$ cat src/rtl/picobus_pkg.sv
// picobus_pkg: shared FSM encodings, default error data and window packing helper for the picobus decoder
package picobus_pkg;
  typedef enum logic [1:0] {
    IDLE   = 2'd0,
    ACTIVE = 2'd1,
    RESP   = 2'd2
  } state_t;
  localparam logic [31:0] ERR_DATA_DEFAULT = 32'hDEAD_BEEF;
  // Places a 32-bit base or mask word into slot idx of a packed window vector; OR the results together.
  function automatic logic [511:0] slv_win(input int idx, input logic [31:0] word);
    return 512'(word) << (32 * idx);
  endfunction
endpackage

$ cat src/rtl/picobus_addr_match.sv
// picobus_addr_match: combinational base/mask window compare, lowest matching slave wins
module picobus_addr_match import picobus_pkg::*; #(
  parameter int                     NSLV     = 6,
  parameter logic [NSLV*32-1:0]     SLV_BASE = '0,
  parameter logic [NSLV*32-1:0]     SLV_MASK = '0
) (
  input  logic [31:0]     addr,
  output logic            hit,
  output logic [NSLV-1:0] sel
);
  logic [NSLV-1:0] raw;
  for (genvar g = 0; g < NSLV; g++) begin : g_win
    assign raw[g] = (addr & SLV_MASK[32*g +: 32]) == SLV_BASE[32*g +: 32];
  end
  assign hit = |raw;
  assign sel = raw & (~raw + 1'b1);
endmodule

$ cat src/rtl/picobus_decoder.sv
// picobus_decoder: one-master / N-slave picorv32 bus decoder with error response; PICOBUS_TIMEOUT_EN adds a stall watchdog
module picobus_decoder import picobus_pkg::*; #(
  parameter int                 NSLV           = 6,
  parameter logic [NSLV*32-1:0] SLV_BASE       = '0,
  parameter logic [NSLV*32-1:0] SLV_MASK       = '0,
  parameter logic [31:0]        ERR_DATA       = ERR_DATA_DEFAULT,
  parameter int                 TIMEOUT_CYCLES = 255
) (
  input  logic                 clk,
  input  logic                 resetn,
  input  logic                 m_valid,
  input  logic                 m_instr,
  input  logic [31:0]          m_addr,
  input  logic [31:0]          m_wdata,
  input  logic [3:0]           m_wstrb,
  output logic                 m_ready,
  output logic [31:0]          m_rdata,
  output logic                 m_err,
  output logic [31:0]          err_addr,
  output logic [NSLV-1:0]      s_valid,
  output logic [31:0]          s_addr,
  output logic [31:0]          s_wdata,
  output logic [3:0]           s_wstrb,
  input  logic [NSLV-1:0]      s_ready,
  input  logic [NSLV*32-1:0]   s_rdata
);
  state_t          state, state_n;
  logic [NSLV-1:0] sel, hit_sel;
  logic            hit, err_q, sel_ready, expired;
  logic [31:0]     rdata_sel;
  logic            unused_instr;

  assign unused_instr = m_instr;

  picobus_addr_match #(.NSLV(NSLV), .SLV_BASE(SLV_BASE), .SLV_MASK(SLV_MASK)) u_match (
    .addr(m_addr),
    .hit (hit),
    .sel (hit_sel)
  );

  assign sel_ready = |(s_ready & sel);
  assign s_valid   = state == ACTIVE ? sel : '0;
  assign m_ready   = state == RESP;
  assign m_err     = m_ready & err_q;

`ifdef PICOBUS_TIMEOUT_EN
  logic [7:0] count;
  assign expired = !sel_ready && count == 8'(TIMEOUT_CYCLES - 1);
  // Watchdog: counts stalled ACTIVE cycles, cleared while idle
  always_ff @(posedge clk)
    if (!resetn || state == IDLE) count <= '0;
    else if (state == ACTIVE && !sel_ready) count <= count + 8'd1;
`else
  logic unused_timeout;
  assign unused_timeout = ^TIMEOUT_CYCLES;
  assign expired = 1'b0;
`endif

  // One-hot read mux over the selected slave's data
  always_comb begin
    rdata_sel = '0;
    for (int i = 0; i < NSLV; i++) rdata_sel |= sel[i] ? s_rdata[32*i +: 32] : 32'd0;
  end

  // State register
  always_ff @(posedge clk)
    if (!resetn) state <= IDLE;
    else state <= state_n;

  // Next state: accept in IDLE, wait for selected ready or watchdog in ACTIVE, one RESP cycle
  always_comb begin
    state_n = IDLE;
    state_n = state == IDLE   ? (m_valid ? (hit ? ACTIVE : RESP) : IDLE)
            : state == ACTIVE ? ((sel_ready || expired) ? RESP : ACTIVE)
            : IDLE;
  end

  // Request capture, slave select and response/error registers
  always_ff @(posedge clk)
    if (!resetn) begin
      sel      <= '0;
      err_q    <= 1'b0;
      m_rdata  <= '0;
      err_addr <= '0;
      s_addr   <= '0;
      s_wdata  <= '0;
      s_wstrb  <= '0;
    end else if (state == IDLE && m_valid) begin
      s_addr  <= m_addr;
      s_wdata <= m_wdata;
      s_wstrb <= m_wstrb;
      sel     <= hit_sel;
      err_q   <= !hit;
      if (!hit) begin
        m_rdata  <= ERR_DATA;
        err_addr <= m_addr;
      end
    end else if (state == ACTIVE && sel_ready) begin
      m_rdata <= rdata_sel;
    end else if (state == ACTIVE && expired) begin
      m_rdata  <= ERR_DATA;
      err_addr <= s_addr;
      err_q    <= 1'b1;
    end
endmodule

$ cat config.mk
export PLATFORM = sky130hd
export DESIGN_NAME = picobus_decoder
export DESIGN_NICKNAME = d
export VERILOG_FILES = /design/src/rtl/picobus_pkg.sv /design/src/rtl/picobus_addr_match.sv /design/src/rtl/picobus_decoder.sv
export SDC_FILE = /design/constraint.sdc
export NUM_CORES = 1
export LEC_CHECK = 0
export ABC_CLOCK_PERIOD_IN_PS = 1700
export BUFFER_PORTS_ARGS = -buffer_cell sky130_fd_sc_hd__buf_2
export CAP_MARGIN = 20
export CORE_AREA = 5 5 154 156
export CTS_BUF_LIST = sky130_fd_sc_hd__clkbuf_4 sky130_fd_sc_hd__clkbuf_8
export DETAILED_ROUTE_END_ITERATION = 8
export DIE_AREA = 0 0 159 161
export SLEW_MARGIN = 20
export SYNTH_ARGS = -nofsm -noshare
export SYNTH_HDL_FRONTEND = slang
export SYNTH_SLANG_ARGS = --single-unit
$ cat constraint.sdc
create_clock -name clk -period 1.7 [get_ports clk]
set_input_delay 0.085 -clock clk [delete_from_list [all_inputs] [get_ports clk]]
set_output_delay 0.085 -clock clk [all_outputs]
set_load 0.01 [all_outputs]
==> metrics.txt <==
H-Tree Depth 3; VDD IR max between 0.3 and 0.4 mV; first-pass GRT wire length approximately 21 mm; Pre-antenna DRT Iters 4; worst reg2reg path startpoint state[0]; mapped cell area about 0.0044 mm^2; Crit. End Element flip-flop; vias in the first global route 4158; P_leak 0.003240 uW; drt via density about 3.8; hold_sp resetn; max_cap viols 0; crit path kind flip-flop to flip-flop; row count 55; CP peak stage delay just under 0.6 ns; Hold Crit Class input port to flip-flop; initial antenna violation count 0; DR vias 4053; share of cells above drive strength 1 0.2967; Post-CTS Resized 0; fin crit share 0.8313; routability cong. 0.7105; Syn-to-layout area delta 54.16%; clk sink count 103; skew final 0.01500 ns; antenna cells 0; Min-Delay Endpoint s_wstrb[3]; Starting Density 0.1982; FMAX around 0.71 GHz; root buf cell clkbuf_8; CP cell instances nor2_1, nor4bb_1, dlygate4sd3_1; syn avg cell area 9.065 um^2; register area share after synthesis 0.4680; I/O Buffers 205; most frequent cells in the layout buf_2 (204), nand2_1 (200), dfxtp_1 (103); Slew Limit Fails 0; DRC 0; IO Pins 410; min cycle time layout 1.413 ns; final hold violations 0; Post-CTS Setup Inserts 0; die area roughly 0.026 mm^2; CP max FO 6; ANT nets after route 0; Worst R2R Setup Slack 0.29 ns; CTS tree done; Routed wire per std cell 12.09 um; clk slew on worst S/H paths 0.10 ns; largest net degree at the start of global routing 52; Hold Path Depth 3; post-DP HPWL 8.481 mm; status finished clean; RSZ-0062 raised after global routing no; Reg2Reg Depth 3; core area 0.02223 mm^2; GRT Overall Usage 0.09914; Setup TNS 0 ns; startpoint types flip-flop; Post-Route WL around 13 mm; Critical Path AT about 1.7 ns; grt ovf 0; Syn. warnings 0; DR iter-0 viols 152; Clk Latency, worst-skew pair 0.37 ns; Die X-Extent 159 um; CP max stage cell dlygate4sd3_1; post-route cell area between 0.006 and 0.007 mm^2; Final #Nets between 1000 and 1500; Cell Area, Placed around 0.0056 mm^2; FF+latch count, synth 103; worst reg2reg endpoint state[0]; Distinct cells, synth 19; WP data required 2.02 ns; clock buffer depth 2; Num CTS Buffers 9; pwr dens ~770 mW/mm^2; Die H 161 um; most common cell after layout, fill and taps aside buf_2; final setup fails 0; Mapped Cells a little under 500
## critical path: cells and delay by family (launching register included)
kind	cells	cell delay, ns
buf+inv	1	0.58
flops	1	0.46
simple gates	2	0.33
## registers in the layout, indices dropped and copies added, names as in the netlist
signal / count
s_wstrb: 4
s_wdata: 32
s_addr: 32
state: 2
m_rdata: 32
sel: 1
## how the worst max path moves through the flow
stage          startpoint     endpoint  depth (start not counted)
6_report         state[0]     state[0]                          3
5_1_grt          state[0]     state[0]                          3
4_1_cts          state[0]     state[0]                          3
3_5_place_dp     state[0]  m_rdata[22]                          3
3_3_place_gp     state[1]   s_wdata[1]                          3
2_1_floorplan    state[1]   s_addr[22]                          5
## stage by stage
step	hold WS (ns)	setup WS (ns)	power, uW	util	std cells
finish	0.1078	0.2868	5247	0.3055	1067
global route	0.09684	0.1761	5578	0.3055	1067
CTS	0.07018	0.2978	5385	0.3055	1067
detailed placement	0.3396	0.3520	3419	0.2498	949
global placement	0.3331	0.4110	3406	0.2498	949
floorplan	0.2271	0.5599	3174	-	523
## per-layer routing
metal	part of all wire	global-route usage	vias to the layer above
li1	-	-	2049
met1	0.42	0.1132	1819
met2	0.47	0.1679	165
met3	0.088	0.04134	20
met4	0.019	0.03373	0
met5	0	0	-
## report_power, final
| part | leakage, uW | internal [uW] | switching, uW |
|---|---|---|---|
| Sequential | 0.000842 | 2540 | 64.5 |
| Clock | 0.000110 | 837 | 863 |
| Combinational | 0.00229 | 490 | 451 |
## cells in the mapped netlist, drive strengths merged
cell type | n | share of area
and4b | 1 | 0.0023
nor2 | 1 | 0.00085
o21a | 1 | 0.0017
nor3b | 1 | 0.0028
mux2i | 100 | 0.23
buf | 67 | 0.11
and3b | 1 | 0.0020
dfxtp | 103 | 0.47
and2 | 1 | 0.0014
nand2 | 200 | 0.17
conb | 1 | 0.00085
nor2b | 1 | 0.0014
nand3 | 1 | 0.0011
clkbuf | 6 | 0.0051
nor4bb | 1 | 0.0023
## cell type report
| type | count | area, um^2 |
|---|---|---|
| Clock buffer | 14 | 180.2 |
| Clock inverter | 2 | 37.54 |
| Fill cell | 2291 | 15440 |
| Multi-Input combinational cell | 347 | 1972 |
| Sequential cell | 103 | 2062 |
| Tap cell | 285 | 356.6 |
| Timing Repair Buffer | 316 | 2183 |
## cell families (layout without fill, tap and decap cells)
logic type / count (synthesis) / after routing / share of synthesized area
other: 1 / 38 / 0.0008512
buffers and inverters: 73 / 332 / 0.1176
and+or+nand+nor: 208 / 208 / 0.1846
AOI/OAI and AO/OA: 1 / 1 / 0.001705
DFF: 103 / 103 / 0.4680
muxes: 100 / 100 / 0.2272
## what timing repair did
item / in CTS / in global routing
hold buffers: 102 / 0
endpoints found under the hold margin: 101 / 0
endpoints found under the setup margin: 0 / 0
Power figures use the tool's default switching activity.
